### config.mk
export PLATFORM = sky130hd
export DESIGN_NAME = tbird_seq
export DESIGN_NICKNAME = d
export VERILOG_FILES = /design/src/rtl/tbird_pkg.sv /design/src/rtl/tbird_tick_gen.sv /design/src/rtl/tbird_seq.sv
export SDC_FILE = /design/constraint.sdc
export NUM_CORES = 1
export LEC_CHECK = 0
export CORE_MARGIN = 2
export CORE_UTILIZATION = 56
export CTS_BUF_LIST = sky130_fd_sc_hd__clkbuf_8
export DETAILED_ROUTE_END_ITERATION = 8
export GPL_ROUTABILITY_DRIVEN = 0
export PLACE_DENSITY = 0.82
export SYNTH_ARGS = -nofsm -noshare
export SYNTH_HDL_FRONTEND = slang
export SYNTH_HIERARCHICAL = 1
export SYNTH_SLANG_ARGS = --single-unit
### constraint.sdc
create_clock -name clk -period 3.8 [get_ports clk]
set_input_delay 0.38 -clock clk [delete_from_list [all_inputs] [get_ports clk]]
set_output_delay 0.38 -clock clk [all_outputs]
set_load 0.02 [all_outputs]
### src/rtl/tbird_pkg.sv
// tbird_pkg: shared types and constants for the tbird_seq turn-signal sequencer.
//   state_e   : sequencer state encoding. The hazard states exist only when
//               TBIRD_HAZARD_EN is defined; otherwise the encoding is 2 bits.
//   DIV_W_DEF : default width of the step-period divider.
package tbird_pkg;

  localparam int DIV_W_DEF = 16;

`ifdef TBIRD_HAZARD_EN
  typedef enum logic [2:0] {
    IDLE    = 3'd0,
    SWEEP   = 3'd1,
    BLANK   = 3'd2,
    HAZ_ON  = 3'd3,
    HAZ_OFF = 3'd4
  } state_e;
`else
  typedef enum logic [1:0] {
    IDLE  = 2'd0,
    SWEEP = 2'd1,
    BLANK = 2'd2
  } state_e;
`endif

endpackage

### src/rtl/tbird_tick_gen.sv
// tbird_tick_gen: step prescaler for tbird_seq.
//   clk  in         clock
//   rst  in         asynchronous active-high reset
//   clr  in         restart the count (state/idx change or idle)
//   div  in  DIV_W  step period minus 1
//   tick out        count has reached div; the current pattern ends this cycle
// The compare is >= so that lowering div below the running count ends the
// current pattern on the next clock instead of wrapping the counter.
module tbird_tick_gen
  import tbird_pkg::*;
#(
  parameter int DIV_W = DIV_W_DEF
) (
  input  logic             clk,
  input  logic             rst,
  input  logic             clr,
  input  logic [DIV_W-1:0] div,
  output logic             tick
);

  logic [DIV_W-1:0] cnt_q;
  logic [DIV_W-1:0] cnt_d;

  assign tick = (cnt_q >= div);

  always_comb begin
    cnt_d = clr ? '0 : cnt_q + DIV_W'(1);
  end

  always_ff @(posedge clk or posedge rst) begin
    if (rst) cnt_q <= '0;
    else     cnt_q <= cnt_d;
  end

endmodule

### src/rtl/tbird_seq.sv
// tbird_seq: parametrised Thunderbird turn-signal sequencer.
//   clk          in          clock
//   rst          in          asynchronous active-high reset
//   enable       in          turn signal requested
//   isleft       in          1 = left sweep, 0 = right; latched at sweep start
//   hazard       in          hazard request (only with TBIRD_HAZARD_EN)
//   div          in  DIV_W   step period minus 1, in clocks
//   left_lamps   out LAMPS   left lamp drive, bit 0 innermost (registered)
//   right_lamps  out LAMPS   right lamp drive, bit 0 innermost (registered)
//   busy         out         state != IDLE (registered)
//   step         out         one-cycle pulse after each tick-driven advance
// Optional feature macro: TBIRD_HAZARD_EN adds the hazard port and states.
//
// state   | meaning
// --------+---------------------------------------------------
// IDLE    | all lamps off, waiting for enable (or hazard)
// SWEEP   | latched side shows low idx+1 lamps lit
// BLANK   | all off between sweeps
// HAZ_ON  | both sides fully lit (hazard build only)
// HAZ_OFF | both sides off (hazard build only)
module tbird_seq
  import tbird_pkg::*;
#(
  parameter int LAMPS = 3,
  parameter int DIV_W = DIV_W_DEF
) (
  input  logic             clk,
  input  logic             rst,
  input  logic             enable,
  input  logic             isleft,
`ifdef TBIRD_HAZARD_EN
  input  logic             hazard,
`endif
  input  logic [DIV_W-1:0] div,
  output logic [LAMPS-1:0] left_lamps,
  output logic [LAMPS-1:0] right_lamps,
  output logic             busy,
  output logic             step
);

  localparam int IDX_W = (LAMPS > 1) ? $clog2(LAMPS) : 1;
  localparam logic [IDX_W-1:0] IDX_LAST = IDX_W'(LAMPS - 1);

  state_e           state_q, state_d;
  logic [IDX_W-1:0] idx_q, idx_d;
  logic             side_q, side_d;
  logic [LAMPS-1:0] left_q, left_d;
  logic [LAMPS-1:0] right_q, right_d;
  logic             busy_q, busy_d;
  logic             step_q, step_d;
  logic [LAMPS-1:0] pat;
  logic             tick;
  logic             clr;

  // Any change of state or idx starts a fresh pattern period.
  assign clr = (state_d != state_q) || (idx_d != idx_q) || (state_q == IDLE);

  tbird_tick_gen #(.DIV_W(DIV_W)) u_tick (
    .clk  (clk),
    .rst  (rst),
    .clr  (clr),
    .div  (div),
    .tick (tick)
  );

  always_comb begin
    state_d = state_q;
    idx_d   = idx_q;
    side_d  = side_q;
    step_d  = 1'b0;
    case (state_q)
      IDLE: begin
        if (enable) begin
          state_d = SWEEP;
          idx_d   = '0;
          side_d  = isleft;
        end
      end
      SWEEP: begin
        if (!enable) begin
          state_d = IDLE;
          idx_d   = '0;
        end else if (tick) begin
          step_d = 1'b1;
          if (idx_q < IDX_LAST) idx_d = idx_q + IDX_W'(1);
          else                  state_d = BLANK;
        end
      end
      BLANK: begin
        if (tick) begin
          idx_d = '0;
          if (enable) begin
            state_d = SWEEP;
            side_d  = isleft;
            step_d  = 1'b1;
          end else begin
            state_d = IDLE;
          end
        end
      end
`ifdef TBIRD_HAZARD_EN
      HAZ_ON: begin
        if (!hazard) state_d = IDLE;
        else if (tick) begin
          state_d = HAZ_OFF;
          step_d  = 1'b1;
        end
      end
      HAZ_OFF: begin
        if (!hazard) state_d = IDLE;
        else if (tick) begin
          state_d = HAZ_ON;
          step_d  = 1'b1;
        end
      end
`endif
      default: begin
        state_d = IDLE;
        idx_d   = '0;
      end
    endcase
`ifdef TBIRD_HAZARD_EN
    // Hazard outranks any turn-signal activity.
    if (hazard && (state_q == IDLE || state_q == SWEEP || state_q == BLANK)) begin
      state_d = HAZ_ON;
      idx_d   = '0;
      side_d  = side_q;
      step_d  = 1'b0;
    end
`endif
  end

  // Outputs decode from next-state so they land on the same edge as the state.
  always_comb begin
    for (int i = 0; i < LAMPS; i++) pat[i] = (IDX_W'(i) <= idx_d);
    left_d  = '0;
    right_d = '0;
    case (state_d)
      SWEEP: begin
        if (side_d) left_d  = pat;
        else        right_d = pat;
      end
`ifdef TBIRD_HAZARD_EN
      HAZ_ON: begin
        left_d  = '1;
        right_d = '1;
      end
`endif
      default: begin
        left_d  = '0;
        right_d = '0;
      end
    endcase
    busy_d = (state_d != IDLE);
  end

  always_ff @(posedge clk or posedge rst) begin
    if (rst) begin
      state_q <= IDLE;
      idx_q   <= '0;
      side_q  <= 1'b0;
      left_q  <= '0;
      right_q <= '0;
      busy_q  <= 1'b0;
      step_q  <= 1'b0;
    end else begin
      state_q <= state_d;
      idx_q   <= idx_d;
      side_q  <= side_d;
      left_q  <= left_d;
      right_q <= right_d;
      busy_q  <= busy_d;
      step_q  <= step_d;
    end
  end

  assign left_lamps  = left_q;
  assign right_lamps = right_q;
  assign busy        = busy_q;
  assign step        = step_q;

endmodule

==> reports/metrics.cfg, run 1 <==
[routing]
viasPerCell = 5.50
ant_nets = 0
wl_per_cell_um = 13.4
first_iter_violations = 79
drc_errors = 0
drtPass1Iterations = 4
vias = 1633
drt_wl_total_mm = 3.99

[floorplan]
core_sq_um = 3340
ios = 28
rows = 21
start_util = 0.585
die_h_um = 63.0
die_w_um = 63.0
dieArea_sq_um = 3970

[worst_setup_path]
r2r_slack_ns = 0.54
crit_type = primary input to register
cp_data_arrival_time_ns = 3.62
reg2reg_from = u_tick/cnt_q[11]$_DFF_PP0_
r2r_end = u_tick/cnt_q[12]$_DFF_PP0_
crit_required_ns = 4.03
crit_path_start_kind = primary input
crit_fanout = 18
r2r_cells = 12
critPathCaptureType = register

[yosys]
postSynthCellCount = 220
synth_adder_area_share = 0.141
synth-xor-area-share = 0.0404
async_reset_ff_frac = 1.00
synth.top_cell.area_share = 0.372
synth_flop_cell = dfrtp_1
synth-simple-area-share = 0.210
yosys.area.top_type = dfrtp_1
synth-seq-cells = 29
synthTopCellsByCount = inv_1 (30), dfrtp_1 (29), ha_1 (22)
synth-edff-count = 0
ys.warnings.count = 6
yosysMostFrequentCell = inv_1
synth_mux_area_frac = 0.0115
ys_top_cells_by_area = dfrtp_1 (37%), ha_1 (14%), inv_1 (5.8%), o21ai_0 (4.1%), nor2_1 (3.7%)
syn-num-nets = 262
synth_compound_area_frac = 0.149
synth_top_family_by_area = simple AND/OR/NAND/NOR gates
avgSynthCellArea_sq_um = 8.87
netlist_area_sq_um = 1950
synth_cell_types = 45
yosysSeqAreaShare = 0.372

[global_routing]
grt_usage = 0.226
grt_max_degree = 19
grt_pass1_wl_mm = 6.97
grt_overflow = 0
antenna_found_initial = 0
grt_pass1_vias = 1632

[timing]
setup_tns_ns = 0
slew_headroom = 0.597
min_period_ns = 3.39
fin_skew_ns = 0.00651
fmax_mhz = 295
finalHoldViolCount = 0
finalSetupViolations = 0
rsz0062_at_grt = false
slew_violations = 0
min_period_over_period = 0.893
worst_slew_pin_slew_ns = 0.604
whs_ns = 0.427

[cts]
cts-root-buf = clkbuf_8
clkTransAtPathRegs_ns = 0.07
tritoncts = built
clock_latency_ns = 0.29
numClockSinks = 29
numCtsBuffers = 5
hold_buffers = 0
cts_setup_buffers = 0
cts_buffer_depth = 2
cts-htree-levels = 2

[min_path]
holdCritPathClass = primary input to async pin

[power]
p_switching_uw = 333
seqPwrFrac = 0.345
power_density_nw_per_um2 = 452
p_sw_frac = 0.308
irDropWorstVdd_mv = 0.272
total_power_uw = 1080
pwr-share-comb = 0.305
leakage_uw = 0.00116
p_int_uw = 749
p_clk_frac = 0.350

[run]
drv_cap = 0

[final_layout]
synthToLayoutAreaGrowth_pct = 22.6
drive_gt1_frac = 0.0876
layout.nets = 292
n_antenna_cell = 0
fillers = 266

[placed_design]
dp.final_hpwl_mm = 2.99
io_buffers = 27

[outcome]
run_status = finished clean

-- worst max-delay path, cell delays in order --
cell and delay (ns):
clkdlybuf4s50_1 0.45, inv_1 0.04, ha_1 0.32, a21oi_1 0.14
o21ai_0 0.10, a2111oi_0 0.37, o21ai_1 0.29, inv_1 0.17
a221oi_1 0.11, a22o_1 0.23, or4_1 0.50, buf_4 0.21
nor2_1 0.14, mux2_2 0.16
-- worst max-delay path by stage --
stage	cells past startpoint	slack, ns	to	from
floorplan	14	0.79	u_tick/cnt_q[0]$_DFF_PP0_	div[13]
global placement	14	0.17	u_tick/cnt_q[14]$_DFF_PP0_	div[13]
detailed placement	14	0.02	u_tick/cnt_q[12]$_DFF_PP0_	div[11]
CTS	14	0.29	u_tick/cnt_q[12]$_DFF_PP0_	div[13]
global route	14	0.16	u_tick/cnt_q[12]$_DFF_PP0_	div[7]
finish	14	0.41	u_tick/cnt_q[12]$_DFF_PP0_	div[11]
-- sequential cells by signal, summed over array words and instances, names as in the netlist --
name	cells
state_q	2
busy	1
right_lamps	3
u_tick/cnt_q	16
side_q	1
step	1
idx_q	2
left_lamps	3
-- placed cells by master, fill, tap and decap left out, drive strengths merged, types with 2 or more instances in the layout --
master	netlist	layout
and3	5	5
a21o	4	4
a211oi	4	4
clkbuf	3	5
dfrtp	29	29
nand2	11	11
nor2b	6	6
ha	22	22
bufinv	0	2
nor3	4	4
nand3	13	13
xor2	5	5
or3	3	3
a31oi	2	2
and2	2	2
or4	2	2
nand4	4	4
or2	2	2
clkdlybuf4s50	0	27
nor2	19	19
a21oi	11	11
buf	3	2
xnor2	4	4
mux2	2	2
inv	30	30
o21ai	16	16
-- logic make-up after synthesis --
kind of cell | count (synthesis)
compound gates | 46
xor+xnor | 9
fa+ha+maj | 22
buf+inv | 36
flops | 29
mux | 2
simple gates | 76
-- metrics by stage --
step	area, sq um	setup slack, ns	instances	util
after floorplan	1950	0.787	220	-
after global placement	2260	0.170	289	0.677
after detailed placement	2260	0.0226	289	0.677
after CTS	2390	0.288	297	0.717
after global routing	2390	0.159	297	0.717
final	2390	0.407	297	0.717
-- power groups by stage --
stage / Sequential [uW] / Combinational [uW] / Clock [uW]
finish: 374 / 329 / 379
global route: 380 / 373 / 397
CTS: 374 / 331 / 387
detailed placement: 380 / 329 / 0
global placement: 377 / 323 / 0
floorplan: 391 / 207 / 0
-- layer usage --
layer	wire, um	up-vias	GRT usage	part of all wire
li1	-	832	-	-
met5	0	-	0	0
met3	215	10	0.0595	0.054
met1	1630	743	0.239	0.41
met2	2050	48	0.416	0.51
met4	91	0	0.100	0.023
-- layout make-up --
class | instances | area (sq um) | area share
Tap cell | 46 | 57.6 | 0.0241
Timing Repair Buffer | 29 | 285 | 0.119
Multi-Input combinational cell | 155 | 1080 | 0.450
Sequential cell | 29 | 726 | 0.303
Inverter | 30 | 113 | 0.0471
Clock inverter | 3 | 65.1 | 0.0272
Clock buffer | 5 | 68.8 | 0.0288
-- timing repair --
action,in CTS,in global routing
gates resized for setup,0,1
endpoints found under the setup margin,0,2
endpoints found under the hold margin,0,0
Power figures use the tool's default switching activity.
==> run 2: changes to the inputs <==
--- a/config.mk
+++ b/config.mk
@@ -9,9 +9,11 @@
 export CORE_UTILIZATION = 56
 export CTS_BUF_LIST = sky130_fd_sc_hd__clkbuf_8
 export DETAILED_ROUTE_END_ITERATION = 8
-export GPL_ROUTABILITY_DRIVEN = 0
+export GPL_ROUTABILITY_DRIVEN = 1
 export PLACE_DENSITY = 0.82
+export SLEW_MARGIN = 15
 export SYNTH_ARGS = -nofsm -noshare
 export SYNTH_HDL_FRONTEND = slang
 export SYNTH_HIERARCHICAL = 1
 export SYNTH_SLANG_ARGS = --single-unit
+export TNS_END_PERCENT = 20
==> results of run 2 <==
Final layout, timing and power as in run 1 (identical DEF).
==> run 3: changes to the inputs <==
--- a/config.mk
+++ b/config.mk
@@ -10,7 +10,7 @@
 export CTS_BUF_LIST = sky130_fd_sc_hd__clkbuf_8
 export DETAILED_ROUTE_END_ITERATION = 8
 export GPL_ROUTABILITY_DRIVEN = 1
-export PLACE_DENSITY = 0.82
+export PLACE_DENSITY = 0.8
 export SLEW_MARGIN = 15
 export SYNTH_ARGS = -nofsm -noshare
 export SYNTH_HDL_FRONTEND = slang
==> constraint.sdc (replaced) <==
create_clock -name clk -period 3.6 [get_ports clk]
set_input_delay 0.36 -clock clk [delete_from_list [all_inputs] [get_ports clk]]
set_output_delay 0.36 -clock clk [all_outputs]
set_load 0.02 [all_outputs]
==> run 3 against run 2 <==
  * Global-route usage down 1.0 points
  * Clock power down 10%
  * Register-to-register slack worse by 0.18 ns
  * Worst hold slack worse by 0.0014 ns
  * Sequential power up 5%
  * Sequential share of layout area up 0.14 points
  * Via count down 0.61%
  * Combinational power up 5%
  * Final cell count unchanged
  * Largest cell class unchanged
==> reports/metrics.cfg, run 3 (synthesis gave the netlist of run 1 again) <==
[final_layout]
synthToLayoutAreaGrowth_pct = 22.0  ; was 22.6%
final_common_cell = inv_1  ; unchanged
drive_gt1_frac = 0.0876  ; unchanged
largest_reg_flops = 16  ; unchanged
top_register = u_tick/cnt_q  ; unchanged
post-route-util = 0.714  ; was 0.717
layout_common_cells = inv_1 (31), dfrtp_1 (29), clkdlybuf4s50_1 (27), ha_1 (22), nor2_1 (19)  ; was inv_1 (30), dfrtp_1 (29), clkdlybuf4s50_1 (27), ha_1 (22), nor2_1 (19)
n_antenna_cell = 0  ; unchanged
layout.nets = 292  ; unchanged

[routing]
first_iter_violations = 106  ; was 79
drc_errors = 0  ; unchanged
drt_wl_total_mm = 3.76  ; was 3.99 mm
wl_per_cell_um = 12.7  ; was 13.4 um
viasPerCell = 5.46  ; was 5.50
ant_nets = 0  ; unchanged
vias = 1623  ; was 1633
drtPass1Iterations = 4  ; unchanged

[global_routing]
antenna_found_initial = 0  ; unchanged
grt_overflow = 0  ; unchanged
grt_usage = 0.216  ; was 0.226
grt_max_degree = 19  ; unchanged
grt_pass1_vias = 1569  ; was 1632
grt_pass1_wl_mm = 6.76  ; was 6.97 mm

[cts]
cts_buffer_depth = 2  ; unchanged
tritoncts = built  ; unchanged
numClockSinks = 29  ; unchanged
cts-htree-levels = 2  ; unchanged
clkTransAtPathRegs_ns = 0.06  ; was 0.07 ns
numCtsBuffers = 5  ; unchanged
cts-root-buf = clkbuf_8  ; unchanged
clock_latency_ns = 0.28  ; was 0.29 ns

[worst_setup_path]
crit_type = primary input to register  ; unchanged
crit_required_ns = 3.82  ; was 4.03 ns
critPathCaptureType = register  ; unchanged
crit_start = div[11]  ; unchanged
crit_fanout = 18  ; unchanged
r2r_cells = 13  ; was 12
crit_path_start_kind = primary input  ; unchanged
cp_data_arrival_time_ns = 3.59  ; was 3.62 ns
reg2reg_from = u_tick/cnt_q[11]$_DFF_PP0_  ; unchanged
r2r_slack_ns = 0.36  ; was 0.54 ns

[timing]
min_period_ns = 3.37
min_period_over_period = 0.936
finalSetupViolations = 0  ; unchanged
fin_skew_ns = 0.00490  ; was 0.00651 ns
finalHoldViolCount = 0  ; unchanged
fmax_mhz = 297
slew_violations = 0  ; unchanged
worst_slew_pin_slew_ns = 0.587  ; was 0.604 ns
slew_headroom = 0.608  ; was 0.597
rsz0062_at_grt = false  ; unchanged

[outcome]
run_status = finished clean  ; unchanged

[power]
power_density_nw_per_um2 = 453  ; was 452 nW/um^2
leakage_uw = 0.00115  ; was 0.00116 uW
irDropWorstVdd_mv = 0.405  ; was 0.272 mV
total_power_uw = 1080  ; about the same

[floorplan]
ios = 28  ; unchanged
die_h_um = 63.0  ; unchanged
die_w_um = 63.0  ; unchanged
dieArea_sq_um = 3970  ; unchanged
start_util = 0.585  ; unchanged
rows = 21  ; unchanged
core_sq_um = 3340  ; unchanged

[placed_design]
dp.final_hpwl_mm = 2.94  ; was 2.99 mm
io_buffers = 27  ; unchanged
gp_congestion = 0.886  ; was 0.866

[run]
drv_cap = 0  ; unchanged

[min_path]
holdCritPathClass = primary input to async pin  ; unchanged

[run 3: cell count changes in the layout (fill, tap and decap cells not counted), sizes merged]
| cell | previous run | this run |
|---|---|---|
| inv | 30 | 31 |
| clkbuf | 5 | 6 |
| clkinv | 1 | 0 |
| bufinv | 2 | 1 |
[run 3: path summary, 6_finish.rpt]
check,to
hold reg to reg,u_tick/cnt_q[0]$_DFF_PP0_
max in group asynchronous,u_tick/cnt_q[1]$_DFF_PP0_
setup reg to reg,u_tick/cnt_q[14]$_DFF_PP0_
min in group clk,u_tick/cnt_q[0]$_DFF_PP0_
setup / recovery,u_tick/cnt_q[14]$_DFF_PP0_
hold / removal,left_lamps[0]$_DFF_PP0_
[run 3: metal layers]
layer / global-route usage / vias up / share of wire
met5: 0 / - / 0
met4: 0.0667 / 0 / 0.011
met3: 0.0523 / 5 / 0.052
met2: 0.390 / 49 / 0.51
met1: 0.250 / 748 / 0.43
li1: - / 821 / -
[run 3: final cells by class]
type                       count  area (sq um)
clock buffer                   6          82.6
clock inverter                 2          33.8
fill                         251           956
inverter                      30           113
multi-input combinational    155          1080
sequential                    29           726
tap                           46          57.6
timing repair buffer          29           285
[run 3: timing repair]
action / in CTS / in global routing
setup buffers: 0 / 0
hold endpoints to repair: 0 / 0
setup endpoints to repair: 0 / 15
hold buffers: 0 / 0
gates resized for setup: 0 / 2
[run 3: stage by stage]
step                cells  setup TNS, ns  cell area [sq um]  hold WS (ns)  setup slack [ns]
floorplan             220              0               1950         0.237             0.607
global placement      289              0               2260         0.468             0.104
detailed placement    289         -0.174               2260         0.472           -0.0884
CTS                   297              0               2370         0.441             0.200
global route          297              0               2380         0.502            0.0190
finish                297              0               2380         0.426             0.232
[run 3: critical path: stages]
cell and delay (ns):
clkdlybuf4s50_1 0.45, inv_1 0.04, ha_1 0.32, a21oi_1 0.14
o21ai_0 0.13, a2111oi_2 0.36, o21ai_0 0.14, buf_4 0.20
inv_1 0.10, a221oi_1 0.11, a22o_1 0.25, or4_1 0.50
buf_4 0.21, nor2b_1 0.12, mux2_2 0.14
[run 3: power by group]
part / switching [uW] / internal [uW]
Combinational: 195 / 151
Clock: 117 / 222
Sequential: 27.7 / 364
Total: 340 / 738
